===== src/rtl/cp0_exc_ctrl_pkg.sv =====
// Shared CP0 definitions: register numbers, exception codes, handler entry and field positions.
package cp0_exc_ctrl_pkg;

   localparam logic [4:0] CP0_COUNT   = 5'd9;
   localparam logic [4:0] CP0_COMPARE = 5'd11;
   localparam logic [4:0] CP0_SR      = 5'd12;
   localparam logic [4:0] CP0_CAUSE   = 5'd13;
   localparam logic [4:0] CP0_EPC     = 5'd14;
   localparam logic [4:0] CP0_PRID    = 5'd15;

   localparam logic [4:0] EXC_INT     = 5'd0;
   localparam logic [4:0] EXC_ADEL    = 5'd4;
   localparam logic [4:0] EXC_ADES    = 5'd5;
   localparam logic [4:0] EXC_SYSCALL = 5'd8;
   localparam logic [4:0] EXC_RI      = 5'd10;
   localparam logic [4:0] EXC_OV      = 5'd12;

   localparam logic [31:0] HANDLER_ENTRY = 32'h0000_4180;

   localparam int SR_IM_LSB     = 10;
   localparam int SR_EXL_BIT    = 1;
   localparam int SR_IE_BIT     = 0;
   localparam int CAUSE_BD_BIT  = 31;
   localparam int CAUSE_IP_LSB  = 10;
   localparam int CAUSE_EXC_LSB = 2;

endpackage


===== src/rtl/cp0_exc_ctrl_timer.sv =====
// CP0 Count/Compare timer; TI sets when Count becomes equal to Compare. Built only with CP0_TIMER_EN.
module cp0_timer (
   input  logic        clk,
   input  logic        reset,
   input  logic        wr_count,
   input  logic        wr_compare,
   input  logic [31:0] wdata,
   output logic [31:0] count,
   output logic [31:0] compare,
   output logic        ti
);

   logic [31:0] count_nxt;

   assign count_nxt = wr_count ? wdata : count + 32'd1;

   always_ff @(posedge clk) begin
      if (reset) begin
         count   <= '0;
         compare <= '0;
         ti      <= 1'b0;
      end else begin
         count <= count_nxt;
         if (wr_compare) begin
            compare <= wdata;
            ti      <= 1'b0;
         end else if (count_nxt == compare) begin
            ti <= 1'b1;
         end
      end
   end

endmodule


===== src/rtl/cp0_exc_ctrl.sv =====
// CP0 exception/interrupt controller at the M stage: SR, Cause, EPC, mfc0/mtc0, eret support.
// Optional Count/Compare timer enabled by defining CP0_TIMER_EN.
module cp0_exc_ctrl
   import cp0_exc_ctrl_pkg::*;
#(
   parameter int          HWINT_W    = 6,
   parameter logic [31:0] PRID_VALUE = 32'h2025_0C07
) (
   input  logic               clk,
   input  logic               reset,
   input  logic               en,
   input  logic [4:0]         CP0Addr,
   input  logic [31:0]        CP0In,
   output logic [31:0]        CP0Out,
   input  logic [31:0]        VPC,
   input  logic               BDIn,
   input  logic [4:0]         ExcCodeIn,
   input  logic [HWINT_W-1:0] HWInt,
   input  logic               EXLClr,
   output logic [31:0]        EPCOut,
   output logic               Req
);

   logic [5:0]  im, ip;
   logic        exl, ie, bd;
   logic [4:0]  exc_code;
   logic [31:0] epc;
   logic [31:0] count_val, compare_val;
   logic        ti;
   logic [5:0]  hw_lines;
   logic        int_req, exc_req, wr_ok;
   logic [31:0] epc_target;

   assign wr_ok = en & ~Req;

`ifdef CP0_TIMER_EN
   cp0_timer u_timer (
      .clk       (clk),
      .reset     (reset),
      .wr_count  (wr_ok && (CP0Addr == CP0_COUNT)),
      .wr_compare(wr_ok && (CP0Addr == CP0_COMPARE)),
      .wdata     (CP0In),
      .count     (count_val),
      .compare   (compare_val),
      .ti        (ti)
   );
`else
   assign count_val   = '0;
   assign compare_val = '0;
   assign ti          = 1'b0;
`endif

   // Timer interrupt shares line 5 with the external input.
   assign hw_lines   = 6'(HWInt) | {ti, 5'b0};
   assign int_req    = (|(hw_lines & im)) & ie & ~exl;
   assign exc_req    = (ExcCodeIn != EXC_INT) & ~exl;
   assign Req        = int_req | exc_req;
   assign epc_target = {VPC[31:2], 2'b00} - (BDIn ? 32'd4 : 32'd0);
   assign EPCOut     = epc;

   always_ff @(posedge clk) begin
      if (reset) begin
         im       <= '0;
         ip       <= '0;
         exl      <= 1'b0;
         ie       <= 1'b0;
         bd       <= 1'b0;
         exc_code <= '0;
         epc      <= '0;
      end else begin
         ip <= hw_lines;
         if (Req) begin
            exl      <= 1'b1;
            exc_code <= int_req ? EXC_INT : ExcCodeIn;
            bd       <= BDIn;
            epc      <= epc_target;
         end else begin
            if (EXLClr)
               exl <= 1'b0;
            // mtc0 to SR is later in program order than the eret, so it overrides EXL.
            if (en && (CP0Addr == CP0_SR)) begin
               im  <= CP0In[SR_IM_LSB +: 6];
               exl <= CP0In[SR_EXL_BIT];
               ie  <= CP0In[SR_IE_BIT];
            end
            if (en && (CP0Addr == CP0_EPC))
               epc <= CP0In;
         end
      end
   end

   always_comb begin
      CP0Out = '0;
      case (CP0Addr)
         CP0_COUNT:   CP0Out = count_val;
         CP0_COMPARE: CP0Out = compare_val;
         CP0_SR:      CP0Out = {16'b0, im, 8'b0, exl, ie};
         CP0_CAUSE:   CP0Out = {bd, 15'b0, ip, 3'b0, exc_code, 2'b0};
         CP0_EPC:     CP0Out = epc;
         CP0_PRID:    CP0Out = PRID_VALUE;
         default:     CP0Out = '0;
      endcase
   end

endmodule


===== config.mk =====
export PLATFORM = sky130hd
export DESIGN_NAME = cp0_exc_ctrl
export DESIGN_NICKNAME = d
export VERILOG_FILES = /design/src/rtl/cp0_exc_ctrl_pkg.sv /design/src/rtl/cp0_exc_ctrl_timer.sv /design/src/rtl/cp0_exc_ctrl.sv
export SDC_FILE = /design/constraint.sdc
export NUM_CORES = 1
export LEC_CHECK = 0
export ABC_CLOCK_PERIOD_IN_PS = 2850
export BUFFER_PORTS_ARGS = -buffer_cell sky130_fd_sc_hd__buf_2
export CAP_MARGIN = 10
export CORE_MARGIN = 5
export CORE_UTILIZATION = 35
export CTS_BUF_LIST = sky130_fd_sc_hd__clkbuf_16
export DETAILED_ROUTE_END_ITERATION = 6
export HOLD_SLACK_MARGIN = 0.15
export PLACE_DENSITY = 0.7
export SLEW_MARGIN = 10
export SYNTH_ARGS = -nofsm -noshare
export SYNTH_HDL_FRONTEND = slang
export SYNTH_HIERARCHICAL = 1
export SYNTH_SLANG_ARGS = --single-unit
export TNS_END_PERCENT = 50

===== constraint.sdc =====
create_clock -name clk -period 2.85 [get_ports clk]
set_clock_uncertainty 0.1 [all_clocks]
set_input_delay 0.57 -clock clk [delete_from_list [all_inputs] [get_ports clk]]
set_output_delay 0.57 -clock clk [all_outputs]
set_load 0.1 [all_outputs]

==> results.md, run 1 <==
- Result of the run: finished, final reports clean
- Fraction of the mapped netlist area in compound gates: 20.6%
- Maximum single-stage delay on the critical path: roughly 0.41 ns
- Cell with the most instances on the worst path: sky130_fd_sc_hd__buf_2
- Vias per cell: 5.50
- Unrepaired setup endpoints after global routing: false
- Number of buffers added by the clock tree synthesis step: 5
- Maximum number of buffers from clock root to sink: 2
- Initial cell density of the core: a little over a third
- Endpoint type of the worst setup path: primary output
- Destination of the worst hold path: bd$_SDFFE_PP0N_
- Number of nets in the synthesized netlist: 476
- Highest metal used: met4
- CP max stage cell: sky130_fd_sc_hd__o311ai_1
- Total count of hold-check failures in the final report: 0
- Number of H-tree levels: 2
- Max-Cap Viols: 0
- Max Clock Freq: around 390 MHz
- Post-synthesis xor/xnor area fraction: about 7%
- Beginning of the worst hold path: bd$_SDFFE_PP0N_
- Number of stages on the worst hold path: 2
- FF-to-FF End: EPCOut[25]$_SDFFE_PP0P_
- WHS: 0.355 ns
- Mean instance size in the synthesized netlist: 8.17 um2
- Total wirelength of the detailed-routed design: roughly 12,000 um
- Placeable core region: between 0.008 and 0.009 mm2
- Non-filler cells, final: 632
- Area share of and/or/nand/nor cells after synthesis: 29.6%
- Antenna violations before repair: 0
- Sum of overflow across all layers after global routing: 0
- Worst setup slack for register-to-register paths: roughly 0.63 ns
- Startpoint type of the worst setup path: input port
- CP Class: in -> out
- Routed wl met3: between 600 and 700 um
- CTS Hold Bufs: 0
- Source-to-sink clock delay at the later pin of the worst-skew pair: approximately 0.28 ns
- Worst-case reg-to-reg path depth: 7
- Count of antenna diodes in the layout: 0
- Crit. Startpoint: HWInt[2]
- GRT Util Overall: 20.4%
- Crit path arrival time: between 1.5 and 2 ns
- Number of nets with antenna violations after routing: 0
- Clock sinks: 52
- Largest family of logic cells by synthesized area: simple AND/OR/NAND/NOR gates
- Reg2Reg Launch Point: im[5]$_SDFFE_PP0P_
- Crit Path Max Fanout: 2
- Total power density per cell area: 450 mW/mm2
- Fraction of final layout cells with drive strength greater than 1: between 30% and 40%
- Total of endpoints with negative setup slack in the final report: 0
- Iter 0 DRT Violations: 193
- Total DRC errors in the routed layout: 0
- Pins Over Slew Limit: 0
- Tightest slew margin relative to the limit: 51.6%
- Pleak: 2.01 nW
- Worst path bufs/invs: 3
- Cells after Synth: 389
- RePlAce Congestion: 0.851
- Transition time at the pin with the least slew margin: 0.720 ns
- Post-route met1 wirelength: 5090 um
- Cell chain of the critical path: buf_2 > a22o_1 > o311ai_1 > and2_1 > inv_2 > buf_2
- Setup TNS after final layout: 0 ns
- Post-detail-place hpwl: 8910 um
- Number of warnings issued by yosys: 6
- Total Die Area: 0.0111 mm2
- First drt pass iteration count: 4
- Routed wire length per instance: 18.4 um
- WP data required: 2.18 ns
- Mux share of post-synthesis cell area: 4.80%
- Min cycle time layout: 2.58 ns
- Worst ir drop on vdd: 0.000246 V
- Synth cell types: 45
- Die Y: 105 um
- Area delta synth->final: 47.9%
- Commonest non-fill, non-tap cell in the layout: sky130_fd_sc_hd__buf_2
- Post-Syn Area: between 0.003 and 0.004 mm2
- Class of the tightest hold or removal check: reg -> reg
- Global-route wire length before repair: 18,500 um
- Root buffer selected by CTS: sky130_fd_sc_hd__clkbuf_16
- Via count: 3,477
- Pin count of the biggest net entering global routing: 53
- Final critical-path share of the clock period: 90.5%
- Top Family by Delay on Critical Path: compound AO/OA/AOI/OAI gates
- Clock tree from TritonCTS: built
- IO Pins: 150
- Nets@finish: 611
- Fraction of the mapped netlist area in adder cells: 0.787%
- Number of buffers inserted to repair setup after CTS: 0
- Via count of the first global-routing pass: 3,527
- Clock-pin slew reported for the worst setup and hold paths after clock tree synthesis: 0.06 ns
- Total placed cells including tap cells: about 630
- Count of buffers inserted at the top-level ports: approximately 150
- Commonest cells after routing, fill and taps aside: sky130_fd_sc_hd__buf_2, sky130_fd_sc_hd__dfxtp_1, sky130_fd_sc_hd__a211oi_1, sky130_fd_sc_hd__nor2_1, sky130_fd_sc_hd__and3_1
- Sum of met2 wire segment lengths after detailed routing: 5650 um
- Number of flip-flops and latches in the synthesized netlist: 52
- Floorplan row count: 34
- Share of synthesized area occupied by flip-flops and latches: 32.7%
- Die W: 105 um
- Post-cts resize count: 0
kinds of logic after synthesis:
kind of cell	Yosys count
buf+inv	35
compound gates	87
simple gates	172
xor+xnor	26
mux	15
flops	52
fa+ha+maj	2
flip-flops by register name, summed over array words and instances (netlist names):
name and cells:
exc_code 5, ip 6, im 6, EPCOut 32, exl 1, ie 1, bd 1
worst max path at each step:
stage	end	slack, ns	cells after the start
6_report	Req	0.27	6
5_1_grt	CP0Out[6]	0.22	5
4_1_cts	CP0Out[3]	0.28	5
3_5_place_dp	EPCOut[22]$_SDFFE_PP0P_	0.23	9
3_3_place_gp	CP0Out[6]	0.30	5
2_1_floorplan	CP0Out[3]	-0.35	4
cell type report:
type,instances,area [um2]
sequential,52,1040
timing repair buffer,159,1320
multi-input combinational,302,2060
inverter,4,15.0
fill,796,4100
clock inverter,2,8.76
tap,108,135
clock buffer,5,125
metrics by stage:
stage               util, %  worst slack (ns)  instance area [um2]  power (W)
floorplan                 -            -0.349                 3230    0.00135
finish                 53.4             0.271                 4700    0.00212
CTS                    53.4             0.284                 4700    0.00213
global route           53.4             0.220                 4700    0.00220
global placement       51.9             0.303                 4570    0.00156
detailed placement     51.9             0.227                 4570    0.00157
tightest hold or removal path: cells and delay by family (launching register included):
| kind | cells | cell delay [ns] |
|---|---|---|
| DFF | 1 | 0.31 |
| AOI/OAI and AO/OA | 1 | 0.05 |
| and+or+nand+nor | 1 | 0.05 |
report_power, final:
part | switching (W) | total, W | internal (W)
combinational | 0.000557 | 0.000735 | 0.000178
sequential | 0.0000406 | 0.000821 | 0.000781
clock | 0.000244 | 0.000560 | 0.000316
total | 0.000842 | 0.00212 | 0.00127
routing by layer:
layer | up-vias | GRT usage, %
met5 | - | 0
met4 | 0 | 5.15
met3 | 15 | 3.48
met2 | 122 | 34.0
met1 | 1628 | 27.4
li1 | 1712 | -
synthesized netlist by cell type, drive strengths merged:
cell,count,area [um2]
o31ai,1,7.51
nand3b,1,7.51
nand3,14,75.1
xor2,5,43.8
a211oi,46,370
o221a,2,22.5
nand4,4,31.3
a32oi,1,8.76
and3,38,238
nor2,46,173
o41ai,1,8.76
nand2b,1,6.26
nor3,11,70.1
or4,4,37.5
o311ai,1,8.76
inv,4,15.0
dfxtp,52,1040
nand2,25,93.8
buf,6,26.3
a21oi,13,65.1
a22oi,5,37.5
nor4,11,90.1
mux2,2,22.5
and2,1,6.26
and3b,2,17.5
a22o,3,26.3
o21ai,6,30.0
a311oi,8,70.1
mux2i,13,130
clkbuf,25,93.8
xnor2,21,184
or3,3,18.8
ha,2,25.0
nor2b,10,62.6
nor4b,1,15.0
(Power assumes the default switching activity.)
==> run 2: changes to the inputs <==
ABC_CLOCK_PERIOD_IN_PS = 3000   (was 2850)
REMOVE_ABC_BUFFERS = 1   (was default)
clock period = 3 ns   (was 2.85 ns; I/O delays follow)
==> results.md, run 2 (synthesis gave the netlist of run 1 again) <==
- Transition time at the pin with the least slew margin: 1.05 ns (was 0.720 ns)
- Die Y: 105 um (unchanged)
- Tightest slew margin relative to the limit: 30.1% (was 51.6%)
- Unrepaired setup endpoints after global routing: false (unchanged)
- Number of flip-flops under the largest register name: 32 (unchanged)
- Number of nets with antenna violations after routing: 0 (unchanged)
- Vias per cell: 5.45 (was 5.50)
- Maximum number of buffers from clock root to sink: 2 (unchanged)
- Pin count of the biggest net entering global routing: 53 (unchanged)
- Post-cts resize count: 0 (unchanged)
- Final critical-path share of the clock period: 88.8%
- Pre-CTS worst setup slack: 0.300 ns (was 0.227 ns)
- First drt pass iteration count: 4 (unchanged)
- Startpoint type of the worst setup path: input port (unchanged)
- Pleak: 2.01 nW (about the same)
- Number of H-tree levels: 2 (unchanged)
- Setup TNS after final layout: 0 ns (unchanged)
- Pins Over Slew Limit: 0 (unchanged)
- Crit. Startpoint: ExcCodeIn[1] (was HWInt[2])
- WP data required: 2.30 ns (was 2.18 ns)
- Clock tree from TritonCTS: built (unchanged)
- Count of antenna diodes in the layout: 0 (unchanged)
- Endpoint type of the worst setup path: primary output (unchanged)
- Max-Cap Viols: 0 (unchanged)
- Fraction of final layout cells with drive strength greater than 1: 36.0% (was 37.4%)
- Routed wire length per instance: 18.2 um (was 18.4 um)
- Area delta synth->final: 45.4% (was 47.9%)
- Floorplan row count: 34 (unchanged)
- Commonest non-fill, non-tap cell in the layout: sky130_fd_sc_hd__buf_2 (unchanged)
- Non-filler cells, final: 633 (was 632)
- Initial cell density of the core: 36.1% (unchanged)
- Area of combinational cells with multiple inputs: 0.00201 mm2 (was 0.00206 mm2)
- Total DRC errors in the routed layout: 0 (unchanged)
- Number of buffers inserted to repair setup after CTS: 0 (unchanged)
- Die W: 105 um (unchanged)
- Worst Setup Slack, final: 0.335 ns (was 0.271 ns)
- Total Die Area: 0.0111 mm2 (unchanged)
- Result of the run: finished, final reports clean (unchanged)
- Nets@finish: 611 (unchanged)
- GRT Util Overall: 20.0% (was 20.4%)
- Global-route wire length before repair: 18,400 um (was 18,500 um)
- Number of filler instances in the final layout: 817 (was 796)
- Post-detail-place hpwl: 8660 um (was 8910 um)
- Clock-pin slew reported for the worst setup and hold paths after clock tree synthesis: 0.07 ns (was 0.06 ns)
- CP Class: in -> out (unchanged)
- Root buffer selected by CTS: sky130_fd_sc_hd__clkbuf_16 (unchanged)
- Class of the tightest hold or removal check: reg -> reg (unchanged)
- Total power density per cell area: 445 mW/mm2 (was 450 mW/mm2)
- Commonest cells after routing, fill and taps aside: sky130_fd_sc_hd__buf_2, sky130_fd_sc_hd__dfxtp_1, sky130_fd_sc_hd__nor2_1, sky130_fd_sc_hd__a211oi_1, sky130_fd_sc_hd__and3_1 (was sky130_fd_sc_hd__buf_2, sky130_fd_sc_hd__dfxtp_1, sky130_fd_sc_hd__a211oi_1, sky130_fd_sc_hd__nor2_1, sky130_fd_sc_hd__and3_1)
- Number of buffers added by the clock tree synthesis step: 5 (unchanged)
- Placeable core region: 0.00881 mm2 (unchanged)
- Reg2Reg Launch Point: im[3]$_SDFFE_PP0P_ (was im[5]$_SDFFE_PP0P_)
- RePlAce Congestion: 0.841 (was 0.851)
- Total count of hold-check failures in the final report: 0 (unchanged)
- CTS Hold Bufs: 0 (unchanged)
- Via count of the first global-routing pass: 3,550 (was 3,527)
- Sum of overflow across all layers after global routing: 0 (unchanged)
- Antenna violations before repair: 0 (unchanged)
- Max Clock Freq: 375 MHz
- IO Pins: 150 (unchanged)
- Clock sinks: 52 (unchanged)
- Total placed cells including tap cells: 625 (unchanged)
- Min cycle time layout: approximately 2.7 ns
- Via count: 3,450 (was 3,477)
- Total of endpoints with negative setup slack in the final report: 0 (unchanged)
- Beginning of the worst hold path: bd$_SDFFE_PP0N_ (unchanged)
- Crit Path Max Fanout: 2 (unchanged)
- Iter 0 DRT Violations: 183 (was 193)
- Count of buffers inserted at the top-level ports: 147 (unchanged)
- Worst ir drop on vdd: 0.000219 V (was 0.000246 V)
- Area used by sequential logic in the layout: 0.00104 mm2 (unchanged)
- Crit path arrival time: 1.96 ns (was 1.91 ns)
- Source-to-sink clock delay at the later pin of the worst-skew pair: 0.29 ns (was 0.28 ns)
- Total wirelength of the detailed-routed design: 11,500 um (was 11,600 um)
==> run 2: cell types whose count changed in the layout (fill, tap and decap cells not counted), sizes merged <==
cell,before,now
clkinvlp,0,1
inv,5,6
clkinv,1,0
==> run 2: layer usage <==
layer,track usage [%],wire [um],up-vias
li1,-,-,1706
met1,25.3,5070,1614
met2,33.5,5470,118
met3,5.44,816,12
met4,5.06,177,0
met5,0,0,-
==> run 2: power breakdown <==
part / total [W] / switching (W) / internal, W
Clock: 0.000592 / 0.000276 / 0.000316
Combinational: 0.000686 / 0.000521 / 0.000165
Sequential: 0.000777 / 0.0000359 / 0.000741
Total: 0.00206 / 0.000833 / 0.00122
==> run 2: final timing paths <==
kind / endpoint / slack (ns) / cells past startpoint
max: Req / 0.34 / 6
min: bd$_SDFFE_PP0N_ / 0.35 / 2
max reg2reg: EPCOut[13]$_SDFFE_PP0P_ / 0.77 / 7
min reg2reg: bd$_SDFFE_PP0N_ / 0.35 / 2
==> run 2: area by class of cell <==
class	count	share of cell area, %
sequential	52	22.5
clock inverter	3	0.541
clock buffer	5	2.71
tap	108	2.92
multi-input combinational	302	43.4
inverter	4	0.325
timing repair buffer	159	27.6
==> run 2: stage by stage <==
step                      total power, W  hold slack (ns)  utilization (%)  instance area (um2)
final                            0.00206            0.354             52.5                 4620
after global routing             0.00214            0.375             52.5                 4620
after CTS                        0.00207            0.359             52.5                 4620
after detailed placement         0.00148            0.348             50.8                 4470
after global placement           0.00146            0.338             50.8                 4470
after floorplan                  0.00125            0.325                -                 3060
==> run 2: worst max-delay path, cell delays in order <==
cell	delay, ns
sky130_fd_sc_hd__buf_2	0.10
sky130_fd_sc_hd__or4_1	0.51
sky130_fd_sc_hd__o21ai_1	0.19
sky130_fd_sc_hd__and2_1	0.19
sky130_fd_sc_hd__inv_2	0.07
sky130_fd_sc_hd__buf_2	0.29
